<file path="src/rtl/wb_byte_in_pkg.sv">
// Shared constants and types for the wb_byte_in byte-wide input client.
package wb_byte_in_pkg;

   localparam int unsigned DW = 8;
   localparam int unsigned AW = 2;

   localparam logic [AW-1:0] ADR_PIN  = 2'd0;
   localparam logic [AW-1:0] ADR_CHG  = 2'd1;
   localparam logic [AW-1:0] ADR_MASK = 2'd2;
   localparam logic [AW-1:0] ADR_RSVD = 2'd3;

   localparam logic [1:0] IDLE = 2'd0;
   localparam logic [1:0] WR   = 2'd1;
   localparam logic [1:0] RD   = 2'd2;
   localparam logic [1:0] ACK  = 2'd3;

   typedef struct packed {
      logic          we;
      logic [AW-1:0] adr;
      logic [DW-1:0] dat;
   } wb_req_t;

endpackage

</file>
<file path="src/rtl/wb_byte_in_if.sv">
// Byte-wide peripheral bus between the CPU-side master and the wb_byte_in client.
interface wb_byte_in_if;
   import wb_byte_in_pkg::*;

   logic          STB_I;
   logic          WE_I;
   logic [AW-1:0] ADR_I;
   logic [DW-1:0] DAT_I;
   logic [DW-1:0] DAT_O;
   logic          ACK_O;

   modport master (output STB_I, WE_I, ADR_I, DAT_I, input DAT_O, ACK_O);
   modport slave  (input STB_I, WE_I, ADR_I, DAT_I, output DAT_O, ACK_O);

endinterface

</file>
<file path="src/rtl/wb_byte_in_filter.sv">
// Input conditioning: two-flop synchronizer, plus a two-tick debounce when
// WB_BYTE_IN_DEBOUNCE_EN is defined. f_next_c lets the parent flag changes on the edge F moves.
module byte_in_filter
   import wb_byte_in_pkg::*;
#(
   parameter int unsigned DEB_DIV = 50000
) (
   input  logic          CLK_I,
   input  logic          RST_I,
   input  logic [DW-1:0] P,
   output logic [DW-1:0] F,
   output logic [DW-1:0] f_next_c
);

   logic [DW-1:0] s1;
   logic [DW-1:0] s2;

   always_ff @(posedge CLK_I) begin
      if (RST_I) begin
         s1 <= '0;
         s2 <= '0;
         F  <= '0;
      end else begin
         s1 <= P;
         s2 <= s1;
         F  <= f_next_c;
      end
   end

`ifdef WB_BYTE_IN_DEBOUNCE_EN
   localparam int unsigned CW = (DEB_DIV > 1) ? $clog2(DEB_DIV) : 1;

   logic [CW-1:0] cnt;
   logic [DW-1:0] prev;
   logic [DW-1:0] agree_c;
   logic          tick_c;

   assign tick_c  = (cnt == CW'(DEB_DIV - 1));
   assign agree_c = ~(s2 ^ prev);

   always_ff @(posedge CLK_I) begin
      if (RST_I) begin
         cnt  <= '0;
         prev <= '0;
      end else begin
         cnt <= tick_c ? '0 : cnt + CW'(1);
         if (tick_c) prev <= s2;
      end
   end

   // A bit only moves when it read the same level on this tick and the previous one.
   assign f_next_c = tick_c ? ((F & ~agree_c) | (s2 & agree_c)) : F;
`else
   logic unused_deb_c;

   assign unused_deb_c = ^DEB_DIV;
   assign f_next_c     = s2;
`endif

endmodule

</file>
<file path="src/rtl/wb_byte_in.sv">
// Bus client exposing a filtered 8-bit input port with sticky change flags and a
// masked level interrupt. Optional debounce via WB_BYTE_IN_DEBOUNCE_EN.
module wb_byte_in
   import wb_byte_in_pkg::*;
#(
   parameter int unsigned DEB_DIV = 50000
) (
   input  logic          CLK_I,
   input  logic          RST_I,
   wb_byte_in_if.slave   bus,
   input  logic [DW-1:0] P,
   output logic          IRQ_O
);

   logic [1:0]    state;
   logic [1:0]    state_next;
   logic [DW-1:0] f;
   logic [DW-1:0] f_next_c;
   logic [DW-1:0] chg;
   logic [DW-1:0] chg_next;
   logic [DW-1:0] chg_clr;
   logic [DW-1:0] mask;
   logic [DW-1:0] mask_next;
   logic [DW-1:0] dat;
   logic [DW-1:0] dat_next;
   logic          ack;
   logic          ack_next;
   logic          irq_next;
   wb_req_t       req_c;

   byte_in_filter #(.DEB_DIV(DEB_DIV)) u_filter (
      .CLK_I    (CLK_I),
      .RST_I    (RST_I),
      .P        (P),
      .F        (f),
      .f_next_c (f_next_c)
   );

   assign req_c     = '{we: bus.WE_I, adr: bus.ADR_I, dat: bus.DAT_I};
   assign bus.DAT_O = dat;
   assign bus.ACK_O = ack;

   always_ff @(posedge CLK_I) begin
      if (RST_I) begin
         state <= IDLE;
         chg   <= '0;
         mask  <= '0;
         dat   <= '0;
         ack   <= 1'b0;
         IRQ_O <= 1'b0;
      end else begin
         state <= state_next;
         chg   <= chg_next;
         mask  <= mask_next;
         dat   <= dat_next;
         ack   <= ack_next;
         IRQ_O <= irq_next;
      end
   end

   always_comb begin
      state_next = state;
      chg_clr    = '0;
      mask_next  = mask;
      dat_next   = dat;
      ack_next   = 1'b0;
      case (state)
         IDLE: begin
            if (bus.STB_I) state_next = req_c.we ? WR : RD;
         end
         WR: begin
            state_next = ACK;
            ack_next   = 1'b1;
            if (req_c.adr == ADR_CHG)  chg_clr   = req_c.dat;
            if (req_c.adr == ADR_MASK) mask_next = req_c.dat;
         end
         RD: begin
            state_next = ACK;
            ack_next   = 1'b1;
            case (req_c.adr)
               ADR_PIN:  dat_next = f;
               ADR_CHG:  dat_next = chg;
               ADR_MASK: dat_next = mask;
               default:  dat_next = '0;
            endcase
         end
         ACK:     state_next = IDLE;
         default: state_next = IDLE;
      endcase
      // A change landing on the same edge as a clear survives the clear.
      chg_next = (chg & ~chg_clr) | (f_next_c ^ f);
      irq_next = |(chg_next & mask_next);
   end

endmodule
</file>
<file path="src/flat_wrapper.sv">
// flat-port wrapper written by rule: the top's interface ports become plain ports
module wb_byte_in_flat import wb_byte_in_pkg::*;
#(
   parameter int unsigned DEB_DIV = 50000
)
  (CLK_I, RST_I, P, IRQ_O, bus_STB_I, bus_WE_I, bus_ADR_I, bus_DAT_I, bus_DAT_O, bus_ACK_O);
  wb_byte_in_if bus_i ();
  input  logic CLK_I;
  input  logic RST_I;
  input  logic [DW-1:0] P;
  output logic IRQ_O;
  input wire logic [$bits(bus_i.STB_I)-1:0] bus_STB_I;
  input wire logic [$bits(bus_i.WE_I)-1:0] bus_WE_I;
  input wire logic [$bits(bus_i.ADR_I)-1:0] bus_ADR_I;
  input wire logic [$bits(bus_i.DAT_I)-1:0] bus_DAT_I;
  output wire logic [$bits(bus_i.DAT_O)-1:0] bus_DAT_O;
  output wire logic [$bits(bus_i.ACK_O)-1:0] bus_ACK_O;
  assign bus_i.STB_I = bus_STB_I;
  assign bus_i.WE_I = bus_WE_I;
  assign bus_i.ADR_I = bus_ADR_I;
  assign bus_i.DAT_I = bus_DAT_I;
  assign bus_DAT_O = bus_i.DAT_O;
  assign bus_ACK_O = bus_i.ACK_O;
  wb_byte_in #(.DEB_DIV(DEB_DIV)) u_core (.CLK_I(CLK_I), .RST_I(RST_I), .bus(bus_i), .P(P), .IRQ_O(IRQ_O));
endmodule
</file>
<file path="config.mk">
export PLATFORM = sky130hd
export DESIGN_NAME = wb_byte_in_flat
export DESIGN_NICKNAME = d
export VERILOG_FILES = /design/src/rtl/wb_byte_in_pkg.sv /design/src/rtl/wb_byte_in_if.sv /design/src/rtl/wb_byte_in_filter.sv /design/src/rtl/wb_byte_in.sv /design/src/flat_wrapper.sv
export SDC_FILE = /design/constraint.sdc
export NUM_CORES = 1
export LEC_CHECK = 0
export ABC_AREA = 1
export CORE_ASPECT_RATIO = 2
export CORE_MARGIN = 2
export CORE_UTILIZATION = 25
export CTS_CLUSTER_SIZE = 24
export DETAILED_ROUTE_END_ITERATION = 8
export GPL_ROUTABILITY_DRIVEN = 0
export SYNTH_ARGS = -nofsm -noshare
export SYNTH_HDL_FRONTEND = slang
export SYNTH_SLANG_ARGS = --single-unit
</file>
<file path="constraint.sdc">
create_clock -name CLK_I -period 4.73 [get_ports CLK_I]
set_input_delay 0.473 -clock CLK_I [delete_from_list [all_inputs] [get_ports CLK_I]]
set_output_delay 0.473 -clock CLK_I [all_outputs]
set_load 0.01 [all_outputs]
</file>
# Word-level counts from Yosys, hierarchy flattened
# Index checks and enable logic that the tools add are counted.
# word_totals
register_bits	52
# classes
muxes	9
n_eq_ne	6
n_reduce_logical	4
bitwise	5
# op_table
cell	count
8-bit two-way mux	4
8-bit case mux with 3 select lines	1
8-bit bitwise AND	2
8-bit inverter	1
8-bit bitwise OR	1
8-bit OR reduction	1
8-bit bitwise XOR	1
2-bit == test (second input constant)	3
2-bit case mux with 3 select lines	1
2-bit by 1-bit == test with 1-bit output (second input constant)	2
2-bit logical NOT	2
2-bit two-way mux	2
2-bit inequality test (second input constant)	1
2-bit OR reduction	1
1-bit two-way mux	1

# Longest topological paths before layout
# depth
word_depth	8
depth_mapped	12

# Modules after synthesis
# Synthesis repeated with hierarchy kept, for this count alone.
# hier_totals
hier_cells	284
hier_area_um2	2088.3
# modules_own_cells
mod	area_each_um2	instances	cells_each	seq_area_each_um2
wb_byte_in	1405.1	1	210	560.5
byte_in_filter	683.2	1	74	480.5

# Worst setup path after synthesis
# No wires, ideal clock.
# synth_path
kind	register -> register
start	reg u_core.state[1]
end	reg u_core.IRQ_O
path_slack_ns	3.236
n_path_buf	2
t_arrival_ns	1.363
stages_incl_launch_ff	12
setup_time_ns	0.131
period_less_slack_ns	1.494
cell_sequence	dfxtp_1 > inv_1 > ha_1 > buf_2 > nand3_2 > buf_6 > nand2_1 > nand2_1 > nand2_1 > nand2_1 > nor2_1 > a21oi_2
# synth_via
elab_chain_cells	7
elab_cells_between_ends	8
# synth_lines
element	line	source
start, declared	wb_byte_in.sv:15	logic [1:0] state;
start signal, assigned	wb_byte_in.sv:52	state <= state_next;
2-bit by 1-bit == test with 1-bit output (*)	wb_byte_in.sv:67	case (state)
8-bit two-way mux	wb_byte_in.sv:67	
8-bit inverter	wb_byte_in.sv:91	chg_next = (chg & ~chg_clr) | (f_next_c ^ f);
8-bit bitwise AND	wb_byte_in.sv:91	
8-bit bitwise OR	wb_byte_in.sv:91	
8-bit bitwise AND (*)	wb_byte_in.sv:92	irq_next = |(chg_next & mask_next);
8-bit OR reduction (*)	wb_byte_in.sv:92	
end signal, assigned	wb_byte_in.sv:57	IRQ_O <= irq_next;
end, declared	wb_byte_in.sv:12	output logic IRQ_O
# Every way passes the cells marked *; elsewhere a longest branch is shown, timed or not.
# A chain may end at the register's enable or synchronous reset.

# Worst setup path after layout
# Ends and elaborated chain as after synthesis.

==> run summary <==
The post-synthesis cell area was 0.00210 mm^2; the via density per instance was 4.16. The total overflow left after global routing is 0. The fraction of synthesized cell area taken by the top area cell type works out to 49.6%. The die is 134 um tall. A synthesized cell averages 7.36 um^2.

The final-report max-slew violation count is 0. TritonCTS built the clock tree. Detailed placement ended at an HPWL of 3170 um. Power spread over the standard cell area amounts to 431 mW/mm^2. The logs give 32.8% for the final core area utilization and 0 for the number of warning messages in the yosys log.

The tools report the placement row count as 47. The share of layout cells above drive strength 1 is 5.08%, and the count of endpoints failing setup in the final report is 0. In the global route stage, met1 resource usage came out at 11.1%. The worst setup path is of the reg2reg kind. From left edge to right edge, the die measures 68.8 um. For the final routed database, the setup TNS stands at 0 ns. The top cell types in the final layout, fill and taps aside, are sky130_fd_sc_hd__nand2_1, sky130_fd_sc_hd__dfxtp_1, sky130_fd_sc_hd__inv_1.

The count of nets left with antenna violations once routing finished came out at 0. For the number of cells after detailed placement, the log shows 405. The worst setup path is captured at a register. Relative to the synthesized area, the layout overhead comes to 28.6%. The repair_antennas step left the layout with diodes totalling 0.

For the max-capacitance violation count, the log shows 0. Setup repair after global routing left no endpoint under its margin. The via count of the first global-routing pass came out at 1663. Global routing consumed, on the met2 layer, 18.2% of the routing resources. The min-delay analysis places its worst path in the category reg2reg.

In this run the worst path has a maximum fanout of 15. The die covers 0.00918 mm^2. For this run, global-route usage on met3 was measured as 2.62%.

Maximum ir drop on the vdd rail: 142 uV. The first routing iteration left 130 violations. Summing all placed instances gives a cell area of 0.00248 mm^2.

The total area inside the core boundary comes to 0.00823 mm^2. The run finished with clean final reports. The origin of the critical flop-to-flop path is u_core.state[1]. Entering global routing, the biggest net connects 53 pins.

The largest total area in the synthesized netlist belongs to sky130_fd_sc_hd__dfxtp_1. The start point of the critical path is u_core.state[1]. The post-cts hold buffer count came out at 0. The post-synthesis register bit count came out at 52. Synthesis produced a netlist with a net count of 311. The worst slew margin relative to its limit was 34.9%.

For this run, the post-layout net count is 340. For the leakage power, the log shows 0.00113 uW. The count of cells in the finished layout, fillers not included, comes to 413. The tree is rooted in a sky130_fd_sc_hd__clkbuf_16. The detail-routed net length per standard cell was 10.6 um. The later pin in the worst-skew pair is clocked with a latency of 0.29 ns. In the finished design, the share of the clock period the worst path needs comes to 43.4%. The data required time of the critical path is 4.87 ns, and the residual DRC count is 0.

The post-route minimum period was 2.05 ns; the transition time of the tightest slew-check pin was 0.976 ns. Counting along the longest clock path gives a buffer depth of 2. Summed over all layers, the routed wires come to 4390 um. The run gives 7380 um as the global-route wire length before repair. Kind of start point of the critical path: a register.

The total routing usage reported by global routing is 10.8%, and the final cell area excluding filler cells is 0.00270 mm^2. The worst hold path begins at u_core.u_filter.s1[2]. Data on the critical path arrives at its endpoint at 2.19 ns.

The run gives 285 as the cell count after synthesis. Between clock sinks in the finished design, the worst skew comes to 0.00585 ns. The layer flagged by global routing as most heavily used is met2.

Counting distinct cell types in the post-synthesis netlist gives 22. For this run, the top clock speed supported by timing is 488 MHz. The tools report the initial antenna violation count as 0. The run gives 25.5% as the starting utilization of the core area.

The most common cell after layout, fill and taps aside is sky130_fd_sc_hd__nand2_1. The number of clock sinks was 52; the clock-pin slew of the registers on the worst-case setup and hold paths was 0.07 ns. The number of hold violations in the final report was 0; the number of levels the H-tree was split into was 2. In this run the count of I/O pins placed on the die edge is 32. Sequential cells were found to cover 49.6% of the synthesized design area. The number of clock buffers inserted by TritonCTS was 5. The run gives 1718 as the via count of the routed design.

Ranked by total cell area, the synthesized netlist is headed by sky130_fd_sc_hd__dfxtp_1, sky130_fd_sc_hd__nand2_1, sky130_fd_sc_hd__inv_1. The logs give 1160 uW for the post-route total power and 4 for the number of detailed-routing iterations run before antenna repair. In this run the post-CTS setup repair buffer count came out at 0.

The post-cts resize count came out at 0. Input and output buffers added on the ports amount to 31.
## power by group
group	leakage (uW)	switching, uW	internal [uW]
clock network	0.000104	158	356
registers	0.000426	11.7	466
logic	0.000603	104	66.9
total	0.00113	273	889
## critical path, stage by stage (launching register included)
cell	delay, ns
sky130_fd_sc_hd__dfxtp_1	0.31
sky130_fd_sc_hd__inv_1	0.11
sky130_fd_sc_hd__ha_1	0.45
sky130_fd_sc_hd__nand3_2	0.37
sky130_fd_sc_hd__nand2_1	0.14
sky130_fd_sc_hd__o21ai_0	0.12
sky130_fd_sc_hd__nand2_1	0.10
sky130_fd_sc_hd__nand2_1	0.05
sky130_fd_sc_hd__nor2_1	0.17
sky130_fd_sc_hd__a21oi_2	0.07
## cell families (layout without fill, tap and decap cells)
group / Yosys count / after routing / share of synthesized area, %
AND/OR/NAND/NOR: 126 / 126 / 24.0
buffers and inverters: 57 / 87 / 10.6
flip-flops: 52 / 52 / 49.6
AO/OA/AOI/OAI: 38 / 38 / 9.96
XOR/XNOR: 8 / 8 / 3.34
adder cells (fa/ha/maj): 4 / 4 / 2.39
## synthesized netlist by cell type
library cell / count
sky130_fd_sc_hd__xnor2_1: 8
sky130_fd_sc_hd__a21oi_1: 19
sky130_fd_sc_hd__buf_2: 1
sky130_fd_sc_hd__o21ai_2: 1
sky130_fd_sc_hd__clkbuf_1: 7
sky130_fd_sc_hd__dfxtp_1: 52
sky130_fd_sc_hd__inv_1: 46
sky130_fd_sc_hd__o211ai_1: 1
sky130_fd_sc_hd__ha_1: 4
sky130_fd_sc_hd__nand2_1: 79
sky130_fd_sc_hd__nand3_1: 8
sky130_fd_sc_hd__a21oi_2: 1
sky130_fd_sc_hd__o21bai_1: 1
sky130_fd_sc_hd__nor2_1: 36
sky130_fd_sc_hd__o22ai_1: 1
sky130_fd_sc_hd__a211oi_1: 2
sky130_fd_sc_hd__o21ai_0: 7
sky130_fd_sc_hd__nand3_2: 1
sky130_fd_sc_hd__o21ai_1: 5
sky130_fd_sc_hd__nor2_4: 2
sky130_fd_sc_hd__inv_2: 2
sky130_fd_sc_hd__buf_6: 1
## worst paths after layout
| check | cells past startpoint | slack, ns | end |
|---|---|---|---|
| max | 9 | 2.68 | u_core.IRQ_O |
| max reg2reg | 9 | 2.68 | u_core.IRQ_O |
| min reg2reg | 2 | 0.40 | u_core.u_filter.f_next_c[2] |
| min | 2 | 0.40 | u_core.u_filter.f_next_c[2] |
## stage by stage
stage / worst slack, ns / hold slack, ns
final: 2.68 / 0.395
after CTS: 2.62 / 0.398
after detailed placement: 2.48 / 0.392
after global placement: 2.49 / 0.389
after floorplan: 3.24 / 0.388
after global routing: 2.38 / 0.416
## layout make-up
cell class,count,area [um^2]
Fill cell,905,5540
Sequential cell,52,1040
Multi-Input combinational cell,176,833
Timing Repair Buffer,31,305
Inverter,48,180
Clock buffer,5,125
Tap cell,98,123
Clock inverter,3,90.1
## layer usage
metal  up-vias  routed length, um
met5         -                  0
met1       749               1660
li1        913                  -
met2        41               2340
met4         0                189
met3        15                191
## state kept, by name, indices dropped and copies added, names as in the netlist
register                  count
u_core.bus.DAT_O              8
u_core.mask                   8
u_core.state                  2
u_core.u_filter.F             8
u_core.u_filter.s1            8
u_core.bus.ACK_O              1
u_core.chg                    8
u_core.IRQ_O                  1
u_core.u_filter.f_next_c      8
No activity file was read; power rests on OpenSTA's default activity.
